--- src/rtl/score_pkg.sv ---
// score_pkg: shared types and constants for the score event scheduler.
//   src_t    - scoring source encoding (also the add_src output encoding)
//   state_t  - transfer FSM states
//   PEND_W   - width of each per-source pending counter
//   next_src - round-robin successor of a source (wraps wall -> enemy)
package score_pkg;

  typedef enum logic [1:0] {
    SRC_ENEMY = 2'd0,
    SRC_JEWEL = 2'd1,
    SRC_WALL  = 2'd2
  } src_t;

  typedef enum logic [0:0] {
    S_IDLE  = 1'b0,
    S_GRANT = 1'b1
  } state_t;

  localparam int unsigned NUM_SRC       = 3;
  localparam int unsigned PEND_W        = 3;
  localparam int unsigned DEF_ENEMY_PTS = 20;
  localparam int unsigned DEF_JEWEL_PTS = 50;
  localparam int unsigned DEF_WALL_PTS  = 5;
  localparam int unsigned DEF_PEND_MAX  = 7;

  function automatic logic [1:0] next_src(input logic [1:0] s);
    case (s)
      SRC_ENEMY: return SRC_JEWEL;
      SRC_JEWEL: return SRC_WALL;
      default:   return SRC_ENEMY;
    endcase
  endfunction

endpackage

--- src/rtl/score_src_counter.sv ---
// score_src_counter: one scoring source.
// Rising-edge detects level_i (qualified by gate_i) and keeps a saturating count of
// events not yet transferred.
//   clk_i, reset_i - clock, synchronous active-high reset
//   clear_i        - flush: clears all state, events in this cycle are ignored
//   level_i        - raw collision level
//   gate_i         - event qualifier (wall: once per explosion; others tied high)
//   dec_i          - an accepted transfer of this source
//   event_o        - qualified event this cycle (combinational)
//   count_o        - pending events
//   drop_o         - one-cycle pulse after an event was lost at saturation
module score_src_counter #(
  parameter int unsigned PendW   = 3,
  parameter int unsigned PendMax = 7
) (
  input  logic             clk_i,
  input  logic             reset_i,
  input  logic             clear_i,
  input  logic             level_i,
  input  logic             gate_i,
  input  logic             dec_i,
  output logic             event_o,
  output logic [PendW-1:0] count_o,
  output logic             drop_o
);

  logic             prev_q;
  logic [PendW-1:0] count_q, count_d;
  logic             drop_q, drop_d;

  assign event_o = level_i & ~prev_q & gate_i & ~clear_i;

  always_comb begin
    count_d = count_q;
    drop_d  = 1'b0;
    if (clear_i) begin
      count_d = '0;
    end else if (event_o && !dec_i) begin
      if (count_q == PendW'(PendMax)) begin
        drop_d = 1'b1;
      end else begin
        count_d = count_q + PendW'(1);
      end
    end else if (dec_i && !event_o) begin
      count_d = count_q - PendW'(1);
    end
  end

  always_ff @(posedge clk_i) begin
    if (reset_i) begin
      prev_q  <= 1'b0;
      count_q <= '0;
      drop_q  <= 1'b0;
    end else begin
      prev_q  <= clear_i ? 1'b0 : level_i;
      count_q <= count_d;
      drop_q  <= drop_d;
    end
  end

  assign count_o = count_q;
  assign drop_o  = drop_q;

endmodule

--- src/rtl/score_event_scheduler.sv ---
// score_event_scheduler: serialises enemy/jewel/wall scoring events into the score
// accumulator over a valid/ready handshake, one transfer per GRANT/IDLE pair.
//   clk, reset            - clock, synchronous active-high reset
//   game_on               - scoring enabled; low flushes counters and any offer
//   collision_*           - collision levels (enemy, jewel, wall)
//   explosion             - high for the whole explosion; bounds wall scoring
//   add_ready             - accumulator accepts the current offer
//   add_valid/value/src   - current offer
//   pending               - sum of the per-source pending counters
//   drop_pulse            - an event was lost to saturation
module score_event_scheduler
  import score_pkg::*;
#(
  parameter int unsigned ENEMY_PTS = DEF_ENEMY_PTS,
  parameter int unsigned JEWEL_PTS = DEF_JEWEL_PTS,
  parameter int unsigned WALL_PTS  = DEF_WALL_PTS,
  parameter int unsigned PEND_MAX  = DEF_PEND_MAX
) (
  input  logic       clk,
  input  logic       reset,
  input  logic       game_on,
  input  logic       collision_blast_enemy,
  input  logic       collision_player_jewl,
  input  logic       collision_blast_wall,
  input  logic       explosion,
  input  logic       add_ready,
  output logic       add_valid,
  output logic [7:0] add_value,
  output logic [1:0] add_src,
  output logic [4:0] pending,
  output logic       drop_pulse
);

  state_t      state_q, state_d;
  logic [1:0]  last_grant_q, last_grant_d;
  logic [1:0]  add_src_q, add_src_d;
  logic [7:0]  add_value_q, add_value_d;
  logic        wall_done_q, wall_done_d;

  logic [NUM_SRC-1:0] level, gate, dec, ev, drop, nz;
  logic [PEND_W-1:0]  cnt [NUM_SRC];
  logic               unused_ev;

  assign level = {collision_blast_wall, collision_player_jewl, collision_blast_enemy};
  // Only the first qualifying wall hit of an explosion scores.
  assign gate  = {explosion & ~wall_done_q, 1'b1, 1'b1};
  assign unused_ev = ^ev[1:0];

  for (genvar i = 0; i < NUM_SRC; i++) begin : g_src
    assign dec[i] = (state_q == S_GRANT) & add_ready & (add_src_q == 2'(i));
    assign nz[i]  = |cnt[i];

    score_src_counter #(
      .PendW   (PEND_W),
      .PendMax (PEND_MAX)
    ) u_cnt (
      .clk_i   (clk),
      .reset_i (reset),
      .clear_i (~game_on),
      .level_i (level[i]),
      .gate_i  (gate[i]),
      .dec_i   (dec[i]),
      .event_o (ev[i]),
      .count_o (cnt[i]),
      .drop_o  (drop[i])
    );
  end

  // wall_done re-arms in any cycle the explosion is low.
  always_comb begin
    wall_done_d = wall_done_q;
    if (!game_on || !explosion) begin
      wall_done_d = 1'b0;
    end else if (ev[SRC_WALL]) begin
      wall_done_d = 1'b1;
    end
  end

  // Round-robin: search starts one past the last granted source.
  logic [1:0] cand1, cand2, cand3, win_src;
  logic       win_found;
  logic [7:0] win_pts;

  assign cand1 = next_src(last_grant_q);
  assign cand2 = next_src(cand1);
  assign cand3 = next_src(cand2);

  always_comb begin
    win_found = 1'b1;
    win_src   = cand1;
    if (nz[cand1]) begin
      win_src = cand1;
    end else if (nz[cand2]) begin
      win_src = cand2;
    end else if (nz[cand3]) begin
      win_src = cand3;
    end else begin
      win_found = 1'b0;
    end
  end

  always_comb begin
    case (win_src)
      SRC_JEWEL: win_pts = 8'(JEWEL_PTS);
      SRC_WALL:  win_pts = 8'(WALL_PTS);
      default:   win_pts = 8'(ENEMY_PTS);
    endcase
  end

  always_comb begin
    state_d      = state_q;
    add_value_d  = add_value_q;
    add_src_d    = add_src_q;
    last_grant_d = last_grant_q;
    if (!game_on) begin
      // An in-flight offer is abandoned; its counter was cleared by the flush.
      state_d = S_IDLE;
    end else begin
      unique case (state_q)
        S_IDLE: begin
          if (win_found) begin
            state_d     = S_GRANT;
            add_value_d = win_pts;
            add_src_d   = win_src;
          end
        end
        S_GRANT: begin
          if (add_ready) begin
            state_d      = S_IDLE;
            last_grant_d = add_src_q;
          end
        end
      endcase
    end
  end

  always_ff @(posedge clk) begin
    if (reset) begin
      state_q      <= S_IDLE;
      last_grant_q <= SRC_WALL;
      add_src_q    <= SRC_ENEMY;
      add_value_q  <= 8'd0;
      wall_done_q  <= 1'b0;
    end else begin
      state_q      <= state_d;
      last_grant_q <= last_grant_d;
      add_src_q    <= add_src_d;
      add_value_q  <= add_value_d;
      wall_done_q  <= wall_done_d;
    end
  end

  assign add_valid  = (state_q == S_GRANT);
  assign add_value  = add_value_q;
  assign add_src    = add_src_q;
  assign pending    = 5'(cnt[0]) + 5'(cnt[1]) + 5'(cnt[2]);
  assign drop_pulse = |drop;

endmodule

--- config.mk ---
export PLATFORM = sky130hd
export DESIGN_NAME = score_event_scheduler
export DESIGN_NICKNAME = d
export VERILOG_FILES = /design/src/rtl/score_pkg.sv /design/src/rtl/score_src_counter.sv /design/src/rtl/score_event_scheduler.sv
export SDC_FILE = /design/constraint.sdc
export NUM_CORES = 1
export LEC_CHECK = 0
export CAP_MARGIN = 20
export CORE_AREA = 2 2 60 62
export CTS_CLUSTER_SIZE = 24
export DETAILED_ROUTE_END_ITERATION = 16
export DIE_AREA = 0 0 62 64
export PLACE_DENSITY = 0.69
export SLEW_MARGIN = 30
export SYNTH_ARGS = -nofsm -noshare
export SYNTH_HDL_FRONTEND = slang
export SYNTH_SLANG_ARGS = --single-unit
--- constraint.sdc ---
create_clock -name clk -period 1.95 [get_ports clk]
set_clock_uncertainty 0.15 [all_clocks]
set_input_delay 0.39 -clock clk [delete_from_list [all_inputs] [get_ports clk]]
set_output_delay 0.39 -clock clk [all_outputs]
set_load 0.02 [all_outputs]
# After elaboration in Yosys (flattened, before gate mapping)
# Index checks and enable logic that the tools add are counted.
[classes]
div_mod_pow = 0
order_cmp = 3
reduce_logical = 36
mux = 31
addsub = 8
n_eq_ne = 13
n_shift = 0
bitwise = 21
mul = 0
[op_table]
columns = ["cell", "n"]
rows = [
  ["$mux W3", 9],
  ["$reduce_or A3 Y1", 7],
  ["$and A1 B1 Y1", 12],
  ["$pmux W2 S2", 3],
  ["$pmux W6 S2", 1],
  ["$mux W1", 11],
  ["$eq A2 B1 Y1 const B", 5],
  ["$add A3 B1 Y3 const B", 3],
  ["$eq A3 B3 Y1 const B", 3],
  ["$lt A2 B3 Y1 const B", 3],
  ["$not A1 Y1", 9],
  ["$sub A3 B1 Y3 const B", 3],
  ["$logic_not A1 Y1", 8],
  ["$logic_not A2 Y1", 4],
  ["$bmux W1 S2", 3],
  ["$logic_and A1 B1 Y1", 6],
  ["$mux W2", 3],
  ["$ne A2 B2 Y1 const B", 3],
  ["$reduce_and A2 Y1", 3],
  ["$reduce_and A3 Y1", 2],
  ["$reduce_bool A2 Y1", 3],
  ["$add A4 B3 Y5", 1],
  ["$add A3 B3 Y4", 1],
  ["$eq A2 B2 Y1 const B", 2],
  ["3 further kinds", 4],
]
[word_totals]
out_inout_bits = 17
reg_bits = 29
ramBits = 0
memories = 0
wordCells = 126
mem_bits_ro = 0
latch_bits = 0
input_bits = 8

# Logic depth before layout (Yosys ltp)
# Gate-level depths: netlist (run 1).
[depth]
depth_word = 13
ltp_mapped = 8
depth_no_buf = 8

# Cells and area by module
# A second synthesis (run 1) with hierarchy kept.
[hier_totals]
cells_unflattened = 168
area_unflattened_um2 = 1521.5
[modules_own_cells]
columns = ["mod", "cells_per_inst", "area_each_um2", "seq_area_each_um2", "n_inst"]
rows = [
  ["score_src_counter", 30, 281.5, 100.1, 3],
  ["score_event_scheduler", 78, 676.9, 200.2, 1],
]

# Worst setup path after synthesis (run 1)
# Ideal clock, no wire load.
[synth_timing]
path_type = "flip-flop to output port"
from = "reg g_src[1].u_cnt.count_q[0]"
to = "out pending[3]"
path_buffers = 0
arrival_time_ns = 1.884
slack_ns = -0.474
stages_incl_launch_ff = 8
path_cell_list = "dfxtp_1 -> inv_1 -> fa_1 -> inv_1 -> ha_1 -> inv_1 -> fa_1 -> xnor2_1"
[synth_via]
elab_chain_cells = 2
[synth_rtl]
columns = ["item", "line", "source"]
rows = [
  ["start: declaration", "score_src_counter.sv:28", "logic [PendW-1:0] count_q, count_d;"],
  ["start signal: assignment", "score_src_counter.sv:56", "count_q <= count_d;"],
  ["$add A3 B3 Y4", "score_event_scheduler.sv:156", "assign pending = 5'(cnt[0]) + 5'(cnt[1]) + 5'(cnt[2]);"],
  ["$add A4 B3 Y5", "score_event_scheduler.sv:156", ""],
  ["end: declaration", "score_event_scheduler.sv:30", "output logic [4:0] pending,"],
]
# Every way passes these cells.

# Final worst setup path (run 1)
[layout_timing]
from = "reg g_src[2].u_cnt.count_q[1]"
to = "out pending[2]"
[layout_via]
elab_chain_cells = 1
[layout_rtl]
columns = ["item", "line"]
rows = [
  ["start: declaration", "score_src_counter.sv:28"],
  ["start signal: assignment", "score_src_counter.sv:56"],
  ["$add A4 B3 Y5", "score_event_scheduler.sv:156"],
]
# Every way passes these cells.

==> impl_metrics.csv, run 1 <==
group,metric,value,unit
sta,period_share,1.35,
placement,dp_cells,247,
power_and_ir_drop,p_leak,0.889,nW
clock_tree,clk_latency,320,ps
outcome,violations,"negative setup slack",
worst_setup_path,slowest_stage,"fa_1",
yosys,synthArstFlopShare,0,
sta,setup-violations-final,6,
worst_setup_path,startpoint_type,"flip-flop",
placement,post_dp_cell_area,1950,um^2
clock_tree,clk_path_buf_depth,2,
drt,ant_nets,0,
cells_and_area,final_common_cell,"buf_4",
yosys,synth_edf_count,0,
worst_setup_path,path_delay_family,"adder cells",
yosys,ys_ff_latch,25,
placement,portBuffers,21,
floorplan,io_pins,25,
floorplan,dieHeight,64,um
cells_and_area,utilization,0.634,
cells_and_area,fin_area,2080,um^2
yosys,yosysSeqAreaShare,0.355,
flow_run,cap_violations,0,
placement,post-dp-hpwl,2710,um
sta,rsz0062_at_grt,"true",
drt,wl_per_cell,13.3,um
drt,drt_iter0_markers,66,
clock_tree,cts_tree,"yes",
global_route,grt_start_max_net_pins,14,
clock_tree,clk_root_buffer_cell,"clkbuf_4",
floorplan,dieArea,3970,um^2
worst_setup_path,path_buf_inv,3,
sta,finalWorstSetupSlack,-678,ps
sta,hold_violations,0,
worst_setup_path,cp_max_fo,2,
yosys,netlist_instances,152,
drt,drc,0,
yosys,yosysUniqueCellTypes,46,
yosys,synth_area,1410,um^2
cells_and_area,stdcell_count,255,
power_and_ir_drop,power_density,490,nW/um^2
worst_setup_path,crit_required,1410,ps
worst_setup_path,critical_path_class,"reg -> out",
worst_setup_path,crit_path_frequent_cell,"inv_2",
power_and_ir_drop,vdd_drop_max,381,uV
sta,maxSlewViolCount,0,
drt,totalWireLength,3400,um
floorplan,row_count,21,
cells_and_area,layout.nets,227,
outcome,status,"complete, but fails checks",
drt,vias,1312,
global_route,grt_pass1_vias,1396,
clock_tree,holdBufCountCts,0,
sta,fmax,0.380,GHz
global_route,grt-ovfl-total,0,
clock_tree,cts_made_buffers,3,
worst_setup_path,cpPeakStageDelay,580,ps
cells_and_area,final_cell_mix,"buf_4 (35), dfxtp_1 (15), nand2_1 (13)",
floorplan,start_util,0.430,
floorplan,core_area,3280,um^2
global_route,gr-usage-all-layers,0.197,
cells_and_area,num_antenna_cells,0,
clock_tree,clkTransAtPathRegs,130,ps
drt,firstDrtPassIters,4,
global_route,antenna_found_initial,0,
sta,finalSetupTns,-2010,ps
global_route,grt_pass1_wl,5940,um
cells_and_area,drive_gt1_frac,0.416,
yosys,synth_ff_type,"dfxtp_1",
drt,vias_per_cell,5.15,
yosys,yosysWarnings,0,
worst_hold_path,worstHoldPathType,"in -> reg",
worst_setup_path,crit_chain,"fa_1 -> ha_4 -> inv_2 -> fa_2 -> inv_2 -> buf_6",
worst_setup_path,endpoint_kind,"output pin",
clock_tree,cts_sinks,25,
clock_tree,htreeDepth,1,
worst_setup_path,arrival,2090,ps
placement,gp_congestion,0.756,
yosys,syn_area_per_cell,9.29,um^2
cells_and_area,fill_cells,289,
sta,period_needed,2630,ps
cells_and_area,synthToLayoutAreaGrowth,47.5,%
floorplan,die_x,62,um
-- stage by stage --
stage               total power [mW]  hold slack, ps  setup slack, ps
floorplan                      0.677             294             -303
global placement               0.776             298             -808
detailed placement             0.784             300             -861
CTS                             1.02             289             -700
global route                    1.08             296             -750
finish                          1.02             292             -678
-- Yosys cell counts (2+ instances only) --
library cell / n / area (um^2)
nor2_1: 5 / 18.8
ha_1: 3 / 37.5
mux2i_1: 4 / 40.0
dfxtp_1: 25 / 500
inv_1: 10 / 37.5
nand2_1: 14 / 52.6
a311oi_1: 2 / 17.5
nor3_1: 4 / 20.0
nor3b_1: 3 / 22.5
nor2b_1: 3 / 18.8
nand3_1: 7 / 35.0
or2_1: 2 / 12.5
buf_4: 4 / 30.0
a211oi_1: 5 / 37.5
a21oi_1: 13 / 65.1
o21bai_1: 2 / 15.0
nand2b_1: 3 / 18.8
and3b_1: 2 / 17.5
xnor2_1: 2 / 17.5
a31o_1: 3 / 26.3
a41o_1: 3 / 30.0
fa_1: 6 / 120
and2_1: 3 / 18.8
nor3_2: 2 / 20.0
-- worst paths after layout --
kind	slack [ps]	end	start	cells after the start
worst max register to register	-10	g_src[2].u_cnt.count_o[2]	g_src[2].u_cnt.prev_q	8
worst min-delay path	290	g_src[1].u_cnt.prev_q	collision_player_jewl	2
worst min register to register	320	add_value[0]	add_value[0]	2
worst max-delay path	-680	pending[2]	g_src[2].u_cnt.count_o[1]	6
-- sequential cells by signal, indices dropped and copies added, names as in the netlist --
register             cells
add_src                  2
add_value                4
last_grant_q             2
wall_done_q              1
g_src.u_cnt.count_o      9
g_src.u_cnt.drop_o       3
g_src.u_cnt.prev_q       3
add_valid                1
-- power breakdown --
part	total, mW	internal (mW)	switching, mW
Sequential	0.539	0.528	0.0110
Combinational	0.249	0.123	0.126
Clock	0.233	0.0800	0.153
-- cell type report --
class / count / area (um^2) / area share
Tap cell: 46 / 57.6 / 0.0276
Sequential cell: 25 / 515 / 0.248
Multi-Input combinational cell: 112 / 961 / 0.462
Timing Repair Buffer: 57 / 480 / 0.231
Inverter: 11 / 41.3 / 0.0198
Clock buffer: 4 / 26.3 / 0.0126
-- kinds of logic (layout without fill, tap and decap cells) --
logic type,Yosys count,after routing,share of synthesized area
other,1,3,0.00266
flip-flops,25,25,0.355
multiplexers,4,4,0.0284
AO/OA/AOI/OAI,35,35,0.175
AND/OR/NAND/NOR,59,59,0.259
buffers and inverters,17,72,0.0567
adder cells (fa/ha/maj),9,9,0.112
XOR/XNOR,2,2,0.0124
-- repair_timing --
item / CTS / global route
endpoints found under the hold margin: 0 / 0
setup buffers: 2 / 3
pin swaps: 13 / 8
setup endpoints to repair: 15 / 9
resized for setup: 51 / 7
-- per-layer routing --
layer,global-route usage,up-vias,part of all wire
li1,-,647,-
met2,0.366,36,0.55
met5,0,-,0
met1,0.221,625,0.41
met3,0.0243,4,0.032
met4,0.0612,0,0.012
Power figures use the tool's default switching activity.
==> run 2: changes to the inputs <==
CORE_AREA = 2 2 63 65   (was 2 2 60 62)
DIE_AREA = 0 0 65 67   (was 0 0 62 64)
PLACE_DENSITY = 0.64   (was 0.69)
==> impl_metrics.csv, run 2 (synthesis results as in run 1) <==
group,metric,value,unit
worst_setup_path,critical_path_class,"reg -> out",
worst_setup_path,arrival,2030,ps
sta,fmax,0.389,GHz
floorplan,dieHeight,67,um
cells_and_area,seq_area,518,um^2
worst_setup_path,r2r_slack,-40,ps
sta,hold_violations,0,
worst_hold_path,worstHoldPathType,"in -> reg",
placement,dp_cells,253,
cells_and_area,final_cell_mix,"buf_4 (37), nand2_1 (14), dfxtp_1 (13)",
worst_setup_path,crit_required,1410,ps
global_route,grt_pass1_vias,1408,
floorplan,dieArea,4360,um^2
clock_tree,clkTransAtPathRegs,100,ps
cells_and_area,synthToLayoutAreaGrowth,48.9,%
drt,wl_per_cell,14.3,um
placement,post_dp_cell_area,1980,um^2
global_route,grt-ovfl-total,0,
flow_run,cap_violations,0,
worst_setup_path,crit_path_frequent_cell,"inv_2",
floorplan,io_pins,25,
cells_and_area,layout.nets,229,
worst_setup_path,slowest_stage,"fa_1",
cells_and_area,drive_gt1_frac,0.431,
worst_setup_path,cp_max_fo,2,
cells_and_area,fin_area,2100,um^2
cells_and_area,final_common_cell,"buf_4",
cells_and_area,utilization,0.583,
placement,gp_congestion,0.840,
clock_tree,cts_tree,"yes",
power_and_ir_drop,power_density,528,nW/um^2
global_route,grt_start_max_net_pins,15,
cells_and_area,largest_reg_flops,9,
drt,drt_iter0_markers,37,
drt,vias,1370,
floorplan,core_area,3610,um^2
sta,finalSetupTns,-1790,ps
drt,drc,0,
power_and_ir_drop,vdd_drop_max,363,uV
drt,firstDrtPassIters,4,
cells_and_area,fill_cells,329,
worst_setup_path,crit_chain,"fa_1 -> ha_4 -> inv_2 -> fa_2 -> inv_2 -> buf_6",
floorplan,start_util,0.391,
sta,period_needed,2570,ps
placement,portBuffers,21,
drt,totalWireLength,3700,um
global_route,gr-usage-all-layers,0.194,
clock_tree,cts_sinks,25,
sta,hold_slack,254,ps
sta,setup-violations-final,5,
cells_and_area,stdcell_count,259,
sta,period_share,1.32,
drt,ant_nets,0,
outcome,status,"complete, but fails checks",
global_route,antenna_found_initial,0,
clock_tree,htreeDepth,1,
sta,finalWorstSetupSlack,-623,ps
power_and_ir_drop,p_leak,0.929,nW
clock_tree,clk_root_buffer_cell,"clkbuf_8",
outcome,violations,"negative setup slack",
sta,maxSlewViolCount,0,
clock_tree,cts_made_buffers,3,
power_and_ir_drop,finalPower,1.11,mW
cells_and_area,multi_input_area,936,um^2
placement,pre_cts_slack,-869,ps
clock_tree,clk_latency,280,ps
drt,vias_per_cell,5.29,
global_route,grt_pass1_wl,6370,um
worst_setup_path,cpPeakStageDelay,570,ps
placement,post-dp-hpwl,2900,um
clock_tree,clk_path_buf_depth,2,
floorplan,die_x,65,um
worst_setup_path,startpoint_type,"flip-flop",
cells_and_area,num_antenna_cells,0,
worst_setup_path,endpoint_kind,"output pin",
sta,rsz0062_at_grt,"true",
floorplan,row_count,22,
-- run 2: final timing paths --
| kind | from | cells past startpoint | end |
|---|---|---|---|
| setup / recovery | g_src[1].u_cnt.count_o[1] | 6 | pending[2] |
| hold / removal | collision_player_jewl | 2 | g_src[1].u_cnt.prev_q |
| setup reg to reg | g_src[2].u_cnt.prev_q | 8 | g_src[2].u_cnt.count_o[2] |
| hold reg to reg | add_value[0] | 2 | add_value[0] |
-- run 2: critical path, delay by kind of cell, from the launching register on --
kind	cells	cell delay (ps)
DFF	1	340
adders and majority gates	3	1230
buffers and inverters	3	190
-- run 2: final cells by class --
type | count | share of cell area
clock inverters | 1 | 0.00238
well taps | 48 | 0.0286
inverters | 11 | 0.0196
flip-flops and latches | 25 | 0.246
repair buffers | 59 | 0.238
multi-input cells | 112 | 0.445
clock buffers | 3 | 0.0196
-- run 2: where the power goes --
| group | internal (mW) | switching (mW) | total (mW) |
|---|---|---|---|
| registers | 0.528 | 0.0112 | 0.539 |
| clock network | 0.143 | 0.177 | 0.321 |
| logic | 0.124 | 0.126 | 0.250 |
| total | 0.795 | 0.315 | 1.11 |
-- run 2: layer usage --
metal | wire length, um | track usage | part of all wire
met5 | 0 | 0 | 0
met4 | 101 | 0.0957 | 0.027
met3 | 171 | 0.0355 | 0.046
met2 | 1890 | 0.348 | 0.51
met1 | 1540 | 0.222 | 0.42
-- run 2: repair_timing --
item                       4_1_cts  5_1_grt
hold buffers                     0        0
setup buffers                    0        2
pin swaps                       14        8
setup endpoints to repair       12       10
resized for setup               40       20
